**config.mk**
```make
export PLATFORM = sky130hd
export DESIGN_NAME = uart_cmd_rx_flat
export DESIGN_NICKNAME = d
export VERILOG_FILES = /design/src/rtl/uart_cmd_rx_if.sv /design/src/rtl/uart_cmd_rx.sv /design/src/flat_wrapper.sv
export SDC_FILE = /design/constraint.sdc
export NUM_CORES = 1
export LEC_CHECK = 0
export ABC_AREA = 1
export CORE_MARGIN = 4
export CORE_UTILIZATION = 60
export DETAILED_ROUTE_END_ITERATION = 6
export HOLD_SLACK_MARGIN = 0.08
export PLACE_DENSITY = 0.78
export RECOVER_POWER = 100
export SLEW_MARGIN = 20
export SYNTH_ARGS = -nofsm -noshare
export SYNTH_HDL_FRONTEND = slang
export SYNTH_SLANG_ARGS = --single-unit
```
**constraint.sdc**
```tcl
create_clock -name clk -period 4.7 [get_ports clk]
set_input_delay 1.175 -clock clk [delete_from_list [all_inputs] [get_ports clk]]
set_output_delay 1.175 -clock clk [all_outputs]
set_load 0.005 [all_outputs]
```
**src/rtl/uart_cmd_rx_if.sv**
```systemverilog
// uart_cmd_rx_if: serial line in, received command byte and status out.
// The master drives rx; the receiver (slave) returns the byte and pulses.
interface uart_cmd_rx_if;
   logic       rx;
   logic [7:0] data_out;
   logic       data_valid;
   logic       frame_err;
   logic       busy;

   modport master (
      output rx,
      input  data_out,
      input  data_valid,
      input  frame_err,
      input  busy
   );

   modport slave (
      input  rx,
      output data_out,
      output data_valid,
      output frame_err,
      output busy
   );
endinterface

```
**src/rtl/uart_cmd_rx.sv**
```systemverilog
// uart_cmd_rx: 8N1 LSB-first UART receiver producing the command byte.
// rx is double-synchronised; start and stop bits are sampled mid-bit.
module uart_cmd_rx #(
   parameter int CLKS_PER_BIT = 5208
) (
   input  logic           clk,
   input  logic           reset,
   uart_cmd_rx_if.slave   bus
);

   localparam int HALF_BIT = CLKS_PER_BIT / 2;
   localparam int CW       = $clog2(CLKS_PER_BIT);

   localparam logic [CW-1:0] FULL_LAST = CW'(CLKS_PER_BIT - 1);
   localparam logic [CW-1:0] HALF_LAST = CW'(HALF_BIT - 1);

   typedef enum logic [2:0] {
      S_IDLE,
      S_START,
      S_DATA,
      S_STOP,
      S_BREAK
   } state_t;

   state_t        state;
   state_t        state_nxt;
   logic [1:0]    sync;
   logic          rx_s;
   logic [CW-1:0] cnt;
   logic [2:0]    bit_idx;
   logic [7:0]    shift;
   logic [7:0]    data_q;
   logic          dv_q;
   logic          fe_q;
   logic          expiry;
   logic          dv_nxt;
   logic          fe_nxt;
   logic          busy_c;

   assign rx_s   = sync[1];
   assign expiry = (state == S_START) ? (cnt == HALF_LAST)
                                      : (cnt == FULL_LAST);

   // State register; reset aborts any frame in progress.
   always_ff @(posedge clk) begin
      if (reset) state <= S_IDLE;
      else       state <= state_nxt;
   end

   // Next-state decode driven by the synchronised line and bit timer.
   always_comb begin
      state_nxt = state;
      unique case (state)
         S_IDLE:  if (!rx_s) state_nxt = S_START;
         S_START: if (expiry) state_nxt = rx_s ? S_IDLE : S_DATA;
         S_DATA:  if (expiry && bit_idx == 3'd7) state_nxt = S_STOP;
         S_STOP:  if (expiry) state_nxt = rx_s ? S_IDLE : S_BREAK;
         S_BREAK: if (rx_s) state_nxt = S_IDLE;
         default: state_nxt = S_IDLE;
      endcase
   end

   // Output decode: frame result at the mid stop-bit sample, busy flag.
   always_comb begin
      dv_nxt = 1'b0;
      fe_nxt = 1'b0;
      busy_c = (state != S_IDLE);
      if (state == S_STOP && expiry) begin
         dv_nxt = rx_s;
         fe_nxt = !rx_s;
      end
   end

   // Datapath: synchroniser, bit timer, shift register and held byte.
   always_ff @(posedge clk) begin
      if (reset) begin
         sync    <= 2'b11;
         cnt     <= '0;
         bit_idx <= 3'd0;
         shift   <= 8'h00;
         data_q  <= 8'h00;
         dv_q    <= 1'b0;
         fe_q    <= 1'b0;
      end else begin
         sync <= {sync[0], bus.rx};
         dv_q <= dv_nxt;
         fe_q <= fe_nxt;
         if (state == S_IDLE || state == S_BREAK)
            cnt <= '0;
         else if (expiry)
            cnt <= '0;
         else
            cnt <= cnt + CW'(1);
         if (state == S_START && expiry)
            bit_idx <= 3'd0;
         else if (state == S_DATA && expiry && bit_idx != 3'd7)
            bit_idx <= bit_idx + 3'd1;
         if (state == S_DATA && expiry)
            shift <= {rx_s, shift[7:1]};
         if (dv_nxt)
            data_q <= shift;
      end
   end

   assign bus.data_out   = data_q;
   assign bus.data_valid = dv_q;
   assign bus.frame_err  = fe_q;
   assign bus.busy       = busy_c;

endmodule
```
**src/flat_wrapper.sv**
```systemverilog
// flat-port wrapper written by rule: the top's interface ports become plain ports
module uart_cmd_rx_flat 
#(
   parameter int CLKS_PER_BIT = 5208
)
  (clk, reset, bus_rx, bus_data_out, bus_data_valid, bus_frame_err, bus_busy);
  uart_cmd_rx_if bus_i ();
  input  logic clk;
  input  logic reset;
  input wire logic [$bits(bus_i.rx)-1:0] bus_rx;
  output wire logic [$bits(bus_i.data_out)-1:0] bus_data_out;
  output wire logic [$bits(bus_i.data_valid)-1:0] bus_data_valid;
  output wire logic [$bits(bus_i.frame_err)-1:0] bus_frame_err;
  output wire logic [$bits(bus_i.busy)-1:0] bus_busy;
  assign bus_i.rx = bus_rx;
  assign bus_data_out = bus_i.data_out;
  assign bus_data_valid = bus_i.data_valid;
  assign bus_frame_err = bus_i.frame_err;
  assign bus_busy = bus_i.busy;
  uart_cmd_rx #(.CLKS_PER_BIT(CLKS_PER_BIT)) u_core (.clk(clk), .reset(reset), .bus(bus_i));
endmodule
```
-- Word-level counts from Yosys, hierarchy flattened
Index checks and enable logic that the tools add are counted.
- add/subtract/negate cells: 2
- multiply operators: 0
- divide/modulo/power cells: 0
- $lt $le $gt $ge: 0
- equality and inequality tests: 13
- shift-type cells: 0
- multiplexer cells: 10
- bitwise logic cells: 1
- reductions and logical operators: 13
- operators by type and width (operator ; number):
    3-bit 2-to-1 mux ; 6
    3-bit one-hot mux with 5 select lines ; 1
    13-bit by 1-bit adder with 13-bit output, second input constant ; 1
    13-bit by 12-bit equality test with 1-bit output, second input constant ; 1
    13-bit equality test, second input constant ; 1
    2-bit by 1-bit != test with 1-bit output, second input constant ; 4
    3-bit by 2-bit equality test with 1-bit output, second input constant ; 2
    3-bit equality test, second input constant ; 2
    1-bit logical AND ; 5
    5-bit AND reduction ; 1
    2-bit OR reduction ; 2
    3-bit by 1-bit adder with 3-bit output, second input constant ; 1
    3-bit by 1-bit equality test with 1-bit output, second input constant ; 1
    3-bit logical NOT ; 1
    3-bit != test, second input constant ; 1
    3-bit nonzero test ; 1
    3-bit OR reduction ; 1
    1-bit 2-to-1 mux ; 2
    2-bit 2-to-1 mux ; 1
    2-bit != test, second input constant ; 1
    1-bit logical NOT ; 1
    1-bit logical OR ; 1
    1-bit inverter ; 1
- flip-flop bits (word level): 39
- latch bits: 0
- RAM bits: 0
- ROM bits: 0
- input bits: 3
- output and inout bits: 11
- logic and storage cells: 47
- memories kept: 0

-- Depth between registers and ports, before layout
Gate-level depths: netlist of run 1.
- depth in word-level cells: 5
- gate-level depth with buffers: 12

-- Least setup slack after synthesis of run 1
No wires, ideal clock.
- path kind: input to register
- start: input port reset
- end: register u_core.shift[0]
- arrival time: 1901 ps
- required time: 4630 ps
- path slack: 2729 ps
- cell stages on the path: 5
- buffers on the path: 2
- path through: clkbuf_1 > inv_1 > buf_1 > o21ai_0 > a21oi_1
- RTL lines (what ; RTL line ; text):
    start, declared ; flat_wrapper.sv:9 ; input logic reset;
    end signal, assigned ; uart_cmd_rx.sv:99 ; shift <= {rx_s, shift[7:1]};
    end, declared ; uart_cmd_rx.sv:31 ; logic [7:0] shift;

-- Final worst setup path of run 1
- start: register u_core.state[1]
- end: output port bus_busy
- longest elaborated chain between the ends: 1
- RTL lines (what ; RTL line ; text):
    start, declared ; uart_cmd_rx.sv:25 ; state_t state;
    start signal, assigned ; uart_cmd_rx.sv:47 ; else state <= state_nxt;
    3-bit nonzero test ; uart_cmd_rx.sv:67 ; busy_c = (state != S_IDLE);
    end, declared ; flat_wrapper.sv:14 ; output wire logic [$bits(bus_i.busy)-1:0] bus_busy;
No other way between the ends.

==> results.txt, run 1 <==
outcome -> complete, no violations
I/O pins -> 14
hold slack -> 0.427 ns
post_cts resized -> 0
# diodes -> 0
area leader, netlist -> dfxtp_1
worst endpoint required time -> 3.52 ns
initial core utilization -> 63.0%
TNS Setup -> 0 ns
gpl congestion -> 0.810
Place WS -> 2.09 ns
core area -> 0.00305 mm2
Placed Instance Area -> 0.00208 mm2
Synth Cell Area -> 0.00192 mm2
Slew HR -> 66.7%
Avg WL per Cell -> 11.0 um
H-tree depth -> 2
syn nets -> 253
Final ANT Viol Nets -> 0
Max stage delay on crit path -> 0.58 ns
Worst Tran Pin Value -> 0.497 ns
Via density -> 4.93
count of cell types in the netlist -> 38
Yosys top cell area share -> 40.6%
maximum clock rate -> 0.361 GHz
drt initial violations -> 92
Power Dens Cells -> 321 mW/mm2
clk buf depth -> 2
global-route wire length before repair -> 5990 um
Hold Crit Class -> reg -> reg
die height -> 64.6 um
synth warn -> 0
peak supply drop -> 0.000225 V
crit end category -> output pin
CTS tree -> yes
flop2flop setup slack -> 2.28 ns
Clock Pin Slew Worst Setup and Hold Paths -> 0.11 ns
Skew-Pair Late Insertion Delay -> 0.34 ns
dpl hpwl -> 2550 um
slowest CP cell -> dlygate4sd3_1
CP delay by family, top -> buffers and inverters
total grt overflow -> 0
critical path depth -> 3
Tot Pwr -> 0.000669 W
WP buf/inv -> 1
Cells after Synth -> 247
number of global-route vias before repair -> 1,364
detailed-route wire length -> 3360 um
CTS Buf Count -> 5
reg2reg end -> u_core.bit_idx[2]
Port Buffers -> 13
Setup Skew -> 0.0100 ns
initial antenna violation count -> 0
Area Overhead vs Synth -> 8.27%
Post-Syn Area per Cell -> 7.78 um2
RSZ-0062 raised after global routing -> no
post-synthesis sequential area ratio -> 40.6%
Final Slew Violations -> 0
max_cap viols -> 0
final count of hold timing violations -> 0
DIE AREA -> 0.00417 mm2
Setup crit start kind -> flip-flop
CP Launch Point -> u_core.state[1]
CTS root buffer -> clkbuf_4
DRC viols -> 0
RR Startpoint -> u_core.state[2]
hold-fix buffer count after cts -> 0
Die Span X -> 64.6 um
Max FO, Critical Path -> 4
design area -> 0.00208 mm2
layout net count -> 268
Tcrit/Tclk final -> 58.9%
Data arrival, critical path -> 1.59 ns
Setup WS post-layout -> 1.93 ns
GRT Total Usage -> 18.3%
largest net degree at the start of global routing -> 17
clk sinks -> 39
Reg2Reg Depth -> 9
crit path capture -> bus_busy
# rows -> 20
Tmin final -> 2.77 ns
DR vias -> 1,514
Static Leak -> 0.857 nW
post-CTS setup buffer count -> 0
WS Path Type -> reg -> out
# setup viols final -> 0
layout cells sized above 1 -> 12.2%
FF+latch count, synth -> 39
Critical Path, Cell by Cell -> nor2_1 > nand2_1 > dlygate4sd3_1
largest cells by area after synthesis -> dfxtp_1, nor2_1, nand2_1
drt pass-1 iters -> 4
==> placed cells by master, fill, tap and decap left out, types with 2 or more instances in the layout <==
cell type / instances
a211oi_1: 3
a21oi_1: 17
clkbuf_4: 5
dfxtp_1: 39
dlygate4sd3_1: 12
ha_1: 3
inv_1: 22
inv_2: 4
nand2_1: 34
nand2_2: 4
nand2_4: 2
nand3_1: 9
nand3_2: 3
nand4_1: 4
nor2_1: 48
nor2_2: 2
nor2_4: 2
nor3_1: 3
nor3b_1: 2
o21ai_0: 18
or2_0: 2
or2_2: 3
xor2_1: 9
==> state kept, by name, summed over array words and instances, names as in the netlist <==
name / cells
u_core.bit_idx: 3
u_core.bus.data_out: 8
u_core.bus.data_valid: 1
u_core.bus.frame_err: 1
u_core.cnt: 13
u_core.shift: 8
u_core.state: 3
u_core.sync: 2
==> how the worst min path moves through the flow <==
stage | depth (start not counted) | endpoint | startpoint | slack [ns]
floorplan | 1 | u_core.sync[1] | u_core.sync[0] | 0.39
global placement | 1 | u_core.sync[1] | u_core.sync[0] | 0.39
detailed placement | 1 | u_core.sync[1] | u_core.sync[0] | 0.40
CTS | 1 | u_core.sync[1] | u_core.sync[0] | 0.43
global route | 1 | u_core.sync[1] | u_core.sync[0] | 0.45
finish | 1 | u_core.sync[1] | u_core.sync[0] | 0.43
==> final cells by class <==
| type | instances | area [um2] |
|---|---|---|
| multi-input combinational | 175 | 953 |
| inverter | 28 | 108 |
| clock inverter | 2 | 12.5 |
| clock buffer | 6 | 41.3 |
| sequential | 39 | 781 |
| fill | 272 | 972 |
| timing repair buffer | 13 | 130 |
| tap | 44 | 55.1 |
==> per-stage QoR <==
| stage | cells | utilization (%) |
|---|---|---|
| floorplan | 247 | - |
| global placement | 299 | 68.0 |
| detailed placement | 299 | 68.0 |
| CTS | 307 | 69.8 |
| global route | 307 | 68.2 |
| finish | 307 | 68.2 |
==> cell families after synthesis <==
| logic type | synth area share (%) |
|---|---|
| compound gates | 12.0 |
| xor+xnor | 4.56 |
| fa+ha+maj | 1.95 |
| buf+inv | 7.23 |
| flops | 40.6 |
| simple gates | 33.7 |
==> layer usage <==
layer	up-vias	global-route usage, %	routed length [um]
met1	666	25.8	1780
met2	22	27.1	1410
met5	-	0	0
li1	821	-	-
met3	5	4.68	120
met4	0	6.33	51
==> cells in the mapped netlist <==
cell type and instances:
nor2_1 46, dfxtp_1 39, nand2_1 33, inv_1 22
a21oi_1 16, o21ai_0 13, xor2_1 9, nand3_1 7
o21ai_1 6, inv_2 4, nand2_2 4, nand3_2 4
nand4_1 4, nor2_4 4, ha_1 3, nand2_4 3
nor3_1 3, or2_2 3, a211oi_1 2, nor2_2 2
nor3b_1 2, or2_0 2, a211oi_2 1, a21boi_2 1
a21oi_2 1, buf_1 1, buf_2 1, buf_4 1
buf_6 1, clkbuf_1 1, clkinv_1 1, inv_4 1
nand3_4 1, nor2_8 1, nor3_4 1, nor3b_4 1
o21bai_1 1, xnor2_1 1
==> worst reg2reg max path: cells and delay by family, from the launching register on <==
family,cells,cell delay [ns]
AND/OR/NAND/NOR,8,1.68
flip-flops,1,0.44
AO/OA/AOI/OAI,1,0.20
==> power breakdown <==
group	internal [W]	leakage, nW	switching, W
logic	0.0000561	0.513	0.0000945
clock network	0.0000577	0.0282	0.000104
registers	0.000342	0.315	0.0000136
No activity file was read; power rests on OpenSTA's default activity.
==> inputs of run 2 (changes only) <==
--- a/config.mk
+++ b/config.mk
@@ -7,10 +7,10 @@
 export LEC_CHECK = 0
 export ABC_AREA = 1
 export CORE_MARGIN = 4
-export CORE_UTILIZATION = 60
+export CORE_UTILIZATION = 57
 export DETAILED_ROUTE_END_ITERATION = 6
 export HOLD_SLACK_MARGIN = 0.08
-export PLACE_DENSITY = 0.78
+export PLACE_DENSITY = 0.75
 export RECOVER_POWER = 100
 export SLEW_MARGIN = 20
 export SYNTH_ARGS = -nofsm -noshare
==> constraint.sdc (replaced) <==
create_clock -name clk -period 2.73 [get_ports clk]
set_input_delay 0.6825 -clock clk [delete_from_list [all_inputs] [get_ports clk]]
set_output_delay 0.6825 -clock clk [all_outputs]
set_load 0.005 [all_outputs]
==> run 2 against run 1 <==
  * Utilization shrank 0.72 points
  * Die area grew 4.6%
  * Worst hold slack lost 0.0040 ns
  * Global-route usage grew 0.34 points
  * Critical path type is now reg -> reg
  * Largest cell class unchanged
  * Highest routed layer unchanged
==> results.txt, run 2 (synthesis results as in run 1) <==
flop2flop setup slack -> 0.46 ns
detailed-route wire length -> 3500 um
proportion of power drawn by combinational gates -> 23.8%
Port Buffers -> 13
Area Overhead vs Synth -> 9.77%
Sw Ratio -> 32.3%
post_cts resized -> 0
post-CTS setup buffer count -> 0
die height -> 66.1 um
M1 WL -> 1850 um
Clock Pin Slew Worst Setup and Hold Paths -> 0.12 ns
maximum clock rate -> 0.440 GHz
initial antenna violation count -> 0
CTS Buf Count -> 5
Max stage delay on crit path -> 0.70 ns
WS Path Type -> reg -> reg
Worst Tran Pin Value -> 0.806 ns
CTS tree -> yes
layout cells sized above 1 -> 13.6%
DRC viols -> 0
largest net degree at the start of global routing -> 17
dpl hpwl -> 2580 um
global-route wire length before repair -> 6280 um
final count of hold timing violations -> 0
I/O pins -> 14
core area -> 0.00313 mm2
DIE AREA -> 0.00436 mm2
layout net count -> 269
DR vias -> 1,556
total grt overflow -> 0
Tmin final -> 2.27 ns
WL met2 -> 1470 um
outcome -> complete, no violations
number of global-route vias before repair -> 1,429
Static Leak -> 0.861 nW
top sig layer -> met4
# setup viols final -> 0
clk buf depth -> 2
length of routed met3 wiring -> 155 um
CTS root buffer -> clkbuf_4
Finished Layout Cells -> 308
Die Span X -> 66.1 um
crit end category -> flip-flop
Final ANT Viol Nets -> 0
GRT Total Usage -> 18.6%
Tcrit/Tclk final -> 83.2%
peak supply drop -> 0.000367 V
Reg2Reg Depth -> 6
Slew HR -> 46.1%
switching power -> 0.000381 W
clock network fraction of design power -> 24.0%
initial core utilization -> 61.4%
RSZ-0062 raised after global routing -> no
slowest CP cell -> nor3b_1
Skew-Pair Late Insertion Delay -> 0.34 ns
Setup crit start kind -> flip-flop
gpl congestion -> 0.846
leading cell types in the layout, fill and taps excluded -> nor2_1, dfxtp_1, nand2_1
Inst Count DP -> 300
Final Slew Violations -> 0
Avg WL per Cell -> 11.4 um
Via density -> 5.05
fillers -> 286
hold-fix buffer count after cts -> 0
hold slack -> 0.423 ns
# rows -> 20
# diodes -> 0
drt initial violations -> 150
clk sinks -> 39
H-tree depth -> 2
Critical Path, Cell by Cell -> ha_1 > nor3b_1 > nand3_4 > nand2_1 > o21bai_1 > a21oi_1
most flop-heavy register -> u_core.cnt
worst endpoint required time -> 2.97 ns
Max FO, Critical Path -> 13
max_cap viols -> 0
max reg flops -> 13
most common cell after layout, fill and taps aside -> nor2_1
TNS Setup -> 0 ns
Power Dens Cells -> 559 mW/mm2
drt pass-1 iters -> 4
Seq pwr share -> 52.3%
cell depth of the worst hold path -> 1
Data arrival, critical path -> 2.51 ns
Cell Int Power -> 0.000799 W
Hold Crit Class -> reg -> reg
Setup Skew -> 0.0126 ns
-- run 2: cell count changes in the layout (fill, tap and decap cells not counted), sizes merged --
cell	before	now
buf	0	1
-- run 2: cell type report --
type | count | area, um2 | area share [%]
clock inverters | 2 | 12.5 | 0.593
multi-input cells | 175 | 975 | 46.2
repair buffers | 14 | 138 | 6.52
inverters | 28 | 108 | 5.10
clock buffers | 6 | 41.3 | 1.96
well taps | 44 | 55.1 | 2.61
flip-flops and latches | 39 | 781 | 37.0
-- run 2: worst paths after layout --
| kind | startpoint | to |
|---|---|---|
| worst max-delay path | u_core.cnt[0] | u_core.cnt[9] |
| worst min-delay path | u_core.sync[0] | u_core.sync[1] |
| worst max register to register | u_core.cnt[0] | u_core.cnt[9] |
| worst min register to register | u_core.sync[0] | u_core.sync[1] |
-- run 2: routing by layer --
| layer | vias to the layer above | global-route usage (%) |
|---|---|---|
| met5 | - | 0 |
| met4 | 0 | 8.88 |
| met3 | 2 | 3.74 |
| met2 | 25 | 26.5 |
| met1 | 699 | 26.7 |
| li1 | 830 | - |
-- run 2: stage by stage --
step	setup WS (ns)	util, %	area [um2]	power [W]
2_1_floorplan	1.20	-	1920	0.000856
3_3_place_gp	0.643	66.6	2080	0.000917
3_5_place_dp	0.596	66.6	2080	0.000923
4_1_cts	0.570	68.3	2140	0.00120
5_1_grt	0.269	67.4	2110	0.00126
6_report	0.458	67.4	2110	0.00118
-- run 2: power groups by stage --
stage / Combinational (W) / Sequential [W] / Clock, W
after CTS: 0.000294 / 0.000616 / 0.000290
final: 0.000280 / 0.000617 / 0.000283
after global routing: 0.000321 / 0.000622 / 0.000320
after detailed placement: 0.000293 / 0.000629 / 0
after global placement: 0.000287 / 0.000630 / 0
after floorplan: 0.000232 / 0.000624 / 0
-- run 2: worst max-delay path, delay by kind of cell (launching register included) --
kind,cells,cell delay [ns]
compound gates,2,0.25
fa+ha+maj,1,0.27
flops,1,0.39
simple gates,3,1.27
